## src/rtl/button_conditioner_if.sv

```systemverilog
// button_conditioner_if
//   Bundles the four raw push-button levels and the four conditioned
//   single-cycle command pulses of the clock's input front end.
//   Ports (signals):
//     mode_btn, set_btn, op1_btn, op2_btn : raw asynchronous button levels, active-high
//     mode, set, op1, op2                 : one-cycle command pulses to the clock core
//   Modports:
//     master : drives the raw buttons, observes the pulses (button side / bench)
//     slave  : samples the raw buttons, drives the pulses (button_conditioner)
interface button_conditioner_if;
  logic mode_btn;
  logic set_btn;
  logic op1_btn;
  logic op2_btn;
  logic mode;
  logic set;
  logic op1;
  logic op2;

  modport master (
    output mode_btn, set_btn, op1_btn, op2_btn,
    input  mode, set, op1, op2
  );

  modport slave (
    input  mode_btn, set_btn, op1_btn, op2_btn,
    output mode, set, op1, op2
  );
endinterface

```

## src/rtl/button_conditioner.sv

```systemverilog
// button_conditioner
//   Turns the four raw push-buttons of the digital clock into clean,
//   single-cycle command pulses. Per button: two-flop synchronizer,
//   debounce counter producing a stable level, rising-edge detect.
//   op1/op2 add hold-to-repeat. At most one pulse is issued per cycle,
//   priority mode > set > op1 > op2; losing requests are dropped.
//   Ports:
//     clk    : system clock, rising edge
//     reset  : synchronous, active-high
//     btn_if : slave side of button_conditioner_if (raw buttons in, pulses out)
//   Parameters:
//     DEBOUNCE_CYCLES : cycles a level must persist before it is accepted
//     REPEAT_DELAY    : cycles from press pulse to first auto-repeat pulse
//     REPEAT_PERIOD   : cycles between later auto-repeat pulses
module button_conditioner #(
  parameter int DEBOUNCE_CYCLES = 4,
  parameter int REPEAT_DELAY    = 16,
  parameter int REPEAT_PERIOD   = 4
) (
  input logic            clk,
  input logic            reset,
  button_conditioner_if.slave btn_if
);

  localparam int DBW    = $clog2(DEBOUNCE_CYCLES + 1);
  localparam int RMAX   = (REPEAT_DELAY > REPEAT_PERIOD) ? REPEAT_DELAY : REPEAT_PERIOD;
  localparam int RPW    = $clog2(RMAX + 1);

  typedef enum logic [1:0] {IDLE, HOLD, REPEAT} rep_state_t;

  // Bit order everywhere: [0]=mode, [1]=set, [2]=op1, [3]=op2 (also priority order).
  logic [3:0]     raw;
  logic [3:0]     sync_p0;
  logic [3:0]     sync_p1;
  logic [3:0]     stable_p2;
  logic [3:0]     stable_d_p3;
  logic [DBW-1:0] db_cnt [4];
  logic [3:0]     press;
  logic [1:0]     rep_req;
  logic [3:0]     req;
  logic [3:0]     grant;
  logic [3:0]     pulse_p4;

  assign raw = {btn_if.op2_btn, btn_if.op1_btn, btn_if.set_btn, btn_if.mode_btn};

  // Stage p0/p1: synchronizer; stage p2: debounced level; p3: previous level
  always_ff @(posedge clk) begin
    if (reset) begin
      sync_p0     <= '0;
      sync_p1     <= '0;
      stable_p2   <= '0;
      stable_d_p3 <= '0;
      for (int i = 0; i < 4; i++) db_cnt[i] <= '0;
    end else begin
      sync_p0     <= raw;
      sync_p1     <= sync_p0;
      stable_d_p3 <= stable_p2;
      for (int i = 0; i < 4; i++) begin
        if (sync_p1[i] == stable_p2[i]) begin
          db_cnt[i] <= '0;
        end else if (db_cnt[i] == DBW'(DEBOUNCE_CYCLES - 1)) begin
          // This cycle is the DEBOUNCE_CYCLES-th consecutive mismatch.
          stable_p2[i] <= sync_p1[i];
          db_cnt[i]    <= '0;
        end else begin
          db_cnt[i] <= db_cnt[i] + DBW'(1);
        end
      end
    end
  end

  assign press = stable_p2 & ~stable_d_p3;

  // Hold-to-repeat for op1 (j=0) and op2 (j=1).
  for (genvar j = 0; j < 2; j++) begin : g_rep
    rep_state_t     state;
    logic [RPW-1:0] cnt;

    // Counter value 1 marks expiry; a falling stable level takes precedence.
    assign rep_req[j] = (state != IDLE) && stable_p2[j+2] && (cnt == RPW'(1));

    always_ff @(posedge clk) begin
      if (reset) begin
        state <= IDLE;
        cnt   <= '0;
      end else begin
        case (state)
          IDLE: begin
            if (press[j+2]) begin
              state <= HOLD;
              cnt   <= RPW'(REPEAT_DELAY);
            end
          end
          HOLD, REPEAT: begin
            if (!stable_p2[j+2]) begin
              state <= IDLE;
              cnt   <= '0;
            end else if (cnt == RPW'(1)) begin
              // Advances whether or not arbitration granted this request.
              state <= REPEAT;
              cnt   <= RPW'(REPEAT_PERIOD);
            end else begin
              cnt <= cnt - RPW'(1);
            end
          end
          default: begin
            state <= IDLE;
            cnt   <= '0;
          end
        endcase
      end
    end
  end

  assign req = press | {rep_req, 2'b00};

  always_comb begin
    grant = '0;
    if (req[0])      grant[0] = 1'b1;
    else if (req[1]) grant[1] = 1'b1;
    else if (req[2]) grant[2] = 1'b1;
    else if (req[3]) grant[3] = 1'b1;
  end

  // Stage p4: registered one-hot command pulse
  always_ff @(posedge clk) begin
    if (reset) pulse_p4 <= '0;
    else       pulse_p4 <= grant;
  end

  assign btn_if.mode = pulse_p4[0];
  assign btn_if.set  = pulse_p4[1];
  assign btn_if.op1  = pulse_p4[2];
  assign btn_if.op2  = pulse_p4[3];

endmodule

```

## src/flat_wrapper.sv

```systemverilog
// flat-port wrapper written by rule: the top's interface ports become plain ports
module button_conditioner_flat 
#(
  parameter int DEBOUNCE_CYCLES = 4,
  parameter int REPEAT_DELAY    = 16,
  parameter int REPEAT_PERIOD   = 4
)
  (clk, reset, btn_if_mode_btn, btn_if_set_btn, btn_if_op1_btn, btn_if_op2_btn, btn_if_mode, btn_if_set, btn_if_op1, btn_if_op2);
  button_conditioner_if btn_if_i ();
  input logic clk;
  input logic reset;
  input wire logic [$bits(btn_if_i.mode_btn)-1:0] btn_if_mode_btn;
  input wire logic [$bits(btn_if_i.set_btn)-1:0] btn_if_set_btn;
  input wire logic [$bits(btn_if_i.op1_btn)-1:0] btn_if_op1_btn;
  input wire logic [$bits(btn_if_i.op2_btn)-1:0] btn_if_op2_btn;
  output wire logic [$bits(btn_if_i.mode)-1:0] btn_if_mode;
  output wire logic [$bits(btn_if_i.set)-1:0] btn_if_set;
  output wire logic [$bits(btn_if_i.op1)-1:0] btn_if_op1;
  output wire logic [$bits(btn_if_i.op2)-1:0] btn_if_op2;
  assign btn_if_i.mode_btn = btn_if_mode_btn;
  assign btn_if_i.set_btn = btn_if_set_btn;
  assign btn_if_i.op1_btn = btn_if_op1_btn;
  assign btn_if_i.op2_btn = btn_if_op2_btn;
  assign btn_if_mode = btn_if_i.mode;
  assign btn_if_set = btn_if_i.set;
  assign btn_if_op1 = btn_if_i.op1;
  assign btn_if_op2 = btn_if_i.op2;
  button_conditioner #(.DEBOUNCE_CYCLES(DEBOUNCE_CYCLES), .REPEAT_DELAY(REPEAT_DELAY), .REPEAT_PERIOD(REPEAT_PERIOD)) u_core (.clk(clk), .reset(reset), .btn_if(btn_if_i));
endmodule
```

## config.mk

```make
export PLATFORM = sky130hd
export DESIGN_NAME = button_conditioner_flat
export DESIGN_NICKNAME = d
export VERILOG_FILES = /design/src/rtl/button_conditioner_if.sv /design/src/rtl/button_conditioner.sv /design/src/flat_wrapper.sv
export SDC_FILE = /design/constraint.sdc
export NUM_CORES = 1
export LEC_CHECK = 0
export ABC_AREA = 1
export BUFFER_PORTS_ARGS = -buffer_cell sky130_fd_sc_hd__buf_2
export CAP_MARGIN = 20
export CORE_MARGIN = 2
export CORE_UTILIZATION = 45
export DETAILED_ROUTE_END_ITERATION = 8
export PLACE_DENSITY = 0.71
export SLEW_MARGIN = 25
export SYNTH_ARGS = -nofsm -noshare
export SYNTH_HDL_FRONTEND = slang
export SYNTH_SLANG_ARGS = --single-unit
```

## constraint.sdc

```tcl
create_clock -name clk -period 1.4 [get_ports clk]
set_input_delay 0.28 -clock clk [delete_from_list [all_inputs] [get_ports clk]]
set_output_delay 0.28 -clock clk [all_outputs]
set_load 0.1 [all_outputs]
```

Word-level counts from Yosys, hierarchy flattened
Memory sizes are Yosys's and may differ from the RTL's.
Cells that the tools add are included.

cells by class
  bitwise operators = 19
  $add $sub $neg = 6
  reductions and logical operators = 19
  equal/unequal tests = 18
  muxes and demuxes = 78

operator list
  operator               number
  $mux W1                50
  $mux W3                12
  $mux W5                6
  $pmux W5 S2            2
  $add A3 B1 Y3 const B  4
  $eq A3 B2 Y1 const B   4
  $mux W2                6
  $or A1 B1 Y1           12
  $reduce_and A2 Y1      6
  $eq A5 B1 Y1 const B   2
  $sub A5 B1 Y5 const B  2
  $pmux W2 S2            2
  $ne A3 B3 Y1 const B   2
  $reduce_or A2 Y1       3
  $and A4 B4 Y4          1
  $eq A1 B1 Y1           4
  $eq A2 B1 Y1 const B   2
  $eq A2 B2 Y1 const B   2
  $logic_and A1 B1 Y1    4
  $logic_not A2 Y1       2
  $ne A2 B1 Y1 const B   2
  $not A1 Y1             4
  $not A4 Y4             1
  $or A4 B4 Y4           1
  3 further kinds        4

word-level totals
  output and inout port bits = 4
  word-level logic and storage cells = 156
  RAM bits = 12
  input bits = 6
  memories = 1
  register bits = 34

memories
  memory         words  width  rd ports  clocked after memory_dff  write ports  RTL line                  source
  u_core.db_cnt  4      3      4         0                         4            button_conditioner.sv:37  logic [DBW-1:0] db_cnt [4];

Longest topological paths before layout
  depth after elaboration = 7
  gate-level depth with buffers = 9
  depth with buffers taken out = 9

Worst setup path before layout
Ideal clock, no wire load.

  kind = register to register
  from = memory u_core.db_cnt[0][9] (netlist name)
  to = memory u_core.db_cnt[0][10] (netlist name), data pin
  library setup time = 140 ps
  path buffers = 0
  arrival = 1095 ps
  slack = 165 ps
  stages on the path, launching flop included = 6
  clock period less this slack = 1235 ps
  data required time = 1260 ps
  cell sequence = edfxtp_1 -> ha_1 -> ha_1 -> a21oi_1 -> o211ai_1 -> nor2_1

RTL lines
  element             RTL line
  start: declaration  button_conditioner.sv:37

==> impl_metrics.tcl <==
set metrics [dict create \
    root_buffer "clkbuf_8" \
    vdd_drop_max_v 0.000822 \
    layout_common_cells "51 x inv_1, 34 x nor2_1, 34 x dfxtp_1" \
    period_minus_slack_ns 1.32 \
    power_density_nw_per_um2 1300 \
    rr_endpoint "u_core.db_cnt[0][3]" \
    syn_area_um2 2090 \
    finalSetupViolations 0 \
    hp-start "btn_if_op2_btn" \
    reg2reg_slack_ns 0.08 \
    worstHoldPathCells 3 \
    fillCellCount 432 \
    drc_errors 0 \
    grt_use_met1_pct 17.5 \
    r2r_start "u_core.db_cnt[0][3]" \
    numClockSinks 46 \
    port_buffers 9 \
    hold_end "u_core.sync_p0[3]" \
    grt.overflow.total 0 \
    viasPerCell 4.60 \
    crit_type "reg -> reg" \
    status "completed" \
    synthSimpleGateAreaFrac_pct 19.6 \
    fin_util_pct 54.3 \
    vias 1505 \
    synthDistinctLibCells 28 \
    synth_top_cell_by_area "dfxtp_1" \
    leakage_nw 1.08 \
    reg2reg_depth 5 \
    synthMuxAreaShare_pct 0 \
    drive_above_1_share_pct 14.9 \
    crit_path_max_fanout 3 \
    period_share_pct 94.5 \
    drt-total-wl_um 3240 \
    first_iter_violations 69 \
    hold_slack_ns 0.180 \
    start_util_pct 47.4 \
    yosysSeqAreaShare_pct 49.7 \
    rsz0062_at_grt "true" \
    critPathLaunchType "register" \
    grt_max_degree 24 \
    nets 296 \
    area_delta_synth_final_pct 14.3 \
    grt_first_pass_wirelength_um 5750 \
    synthTopCellsByArea "dfxtp_1 32%, edfxtp_1 17%, ha_1 9.6%" \
    maxCapViolCount 0 \
    top_usage_layer "met2" \
    synth_top_family_by_area "simple AND/OR/NAND/NOR gates" \
    cts_inserted_buffers 5 \
    ios 10 \
    dpl.hpwl_um 2340 \
    ys_ff_latch 46 \
    yosysWarnings 0 \
    track_usage_pct 14.6 \
    crit_arrival_ns 1.48 \
    fmax_mhz 756 \
    core_area_um2 4410 \
    final_common_cell "inv_1" \
    worstSkewPairLatency_ns 0.30 \
    antenna_found_initial 0 \
    grt_pass1_vias 1362 \
    dr.pass1.iters 6 \
    tritoncts "yes" \
    wl_per_cell_um 9.91 \
    synth_compound_area_share_pct 8.96 \
    gp_congestion 0.792 \
    synth_fa_ha_area_share_pct 9.56 \
    final-max-slew-violation-count 0 \
    hold_buffers 0 \
    yosys.area_share.xor_xnor_pct 2.09 \
    met3_usage_pct 4.72 \
    synth_cells 246 \
    synth_top_area_share_pct 32.5 \
    hold_viol 0 \
    finClkSkew_ns 0.00250 \
    die_x_um 72.2 \
    drtAntennaViolNets 0 \
    use_met2_pct 23.1 \
    clk_path_buf_depth 2 \
    syn_avg_cell_area_um2 8.51 \
    cp.required_ns 1.56 \
    std_cell_rows 24 \
    hold_class "in -> reg" \
    path_clk_slew_ns 0.08 \
    num_antenna_cells 0 \
    end_kind "register" \
    htree_num_levels 2 \
    die_area_um2 5220 \
    dieHeight_um 72.2 \
]
[layer usage]
| metal | share of wire, % | wire length [µm] |
|---|---|---|
| met1 | 48 | 1560 |
| met5 | 0 | 0 |
| met3 | 3.8 | 123 |
| met4 | 2.5 | 80 |
| met2 | 46 | 1480 |
[flip-flops by register name, summed over array words and instances (netlist names)]
register,cells
u_core.db_cnt,12
u_core.g_rep.cnt,10
u_core.g_rep.state,4
u_core.pulse_p4,4
u_core.stable_d_p3,4
u_core.stable_p2,4
u_core.sync_p0,4
u_core.sync_p1,4
[power breakdown]
group          internal, W  switching (W)  leakage (nW)
logic             0.000264       0.000483         0.638
clock network     0.000403       0.000422        0.0455
registers          0.00148      0.0000588         0.401
total              0.00214       0.000964          1.08
[what timing repair did]
item,CTS,global route
pin swaps,1,7
gates resized for setup,1,9
setup buffers,1,1
setup endpoints to repair,1,13
[worst max-delay path by stage]
stage	depth (start not counted)	to	startpoint	slack (ns)
3_3_place_gp	5	u_core.db_cnt[0][9]	u_core.db_cnt[0][9]	0.1
5_1_grt	5	u_core.db_cnt[0][4]	u_core.db_cnt[0][3]	-0.03
3_5_place_dp	5	u_core.db_cnt[0][3]	u_core.db_cnt[0][3]	0.02
4_1_cts	5	u_core.db_cnt[0][3]	u_core.db_cnt[0][3]	0.02
6_report	5	u_core.db_cnt[0][3]	u_core.db_cnt[0][3]	0.08
2_1_floorplan	5	u_core.db_cnt[0][10]	u_core.db_cnt[0][9]	0.17
[final cells by class]
class / instances / area [µm²] / share of cell area (%)
Clock buffer: 8 / 90.1 / 3.76
Inverter: 52 / 195 / 8.15
Multi-Input combinational cell: 156 / 928 / 38.8
Sequential cell: 46 / 1040 / 43.5
Tap cell: 52 / 65.1 / 2.72
Timing Repair Buffer: 13 / 75.1 / 3.13
[critical path: stages (launching register included)]
cell and delay (ns):
edfxtp_1 0.42, ha_2 0.20, ha_2 0.20, a21oi_2 0.10, o211ai_1 0.14, nor2_1 0.14
[metrics by stage]
step / instances / TNS [ns] / setup slack [ns] / cell area [µm²] / power (W)
2_1_floorplan: 257 / 0 / 0.165 / 2140 / 0.00216
3_3_place_gp: 317 / 0 / 0.0969 / 2250 / 0.00227
3_5_place_dp: 317 / 0 / 0.0163 / 2250 / 0.00230
4_1_cts: 326 / 0 / 0.0241 / 2350 / 0.00313
5_1_grt: 327 / -0.0322 / -0.0311 / 2390 / 0.00333
6_report: 327 / 0 / 0.0769 / 2390 / 0.00311
[Yosys cell counts]
master	n
nor2_1	34
nand2_2	3
nor3_1	1
a21oi_2	2
nand2_1	30
clkbuf_1	2
xor2_1	3
nand3_1	14
nand4_1	1
inv_2	1
xnor2_1	2
ha_1	16
dfxtp_1	34
o21a_1	2
inv_1	51
a21boi_0	1
nand2_4	2
nor2_2	1
buf_2	1
nor2_4	1
o31ai_1	1
nand3_4	1
a21oi_1	18
o211ai_1	2
o21ai_0	7
or2_2	2
edfxtp_1	12
conb_1	1
[cell families (layout without fill, tap and decap cells)]
| kind of cell | after synthesis | after routing |
|---|---|---|
| buf+inv | 55 | 73 |
| other cells | 1 | 12 |
| compound gates | 33 | 33 |
| fa+ha+maj | 16 | 16 |
| simple gates | 90 | 90 |
| xor+xnor | 5 | 5 |
| flops | 46 | 46 |
Note: power is estimated with default switching activity, not from simulation.
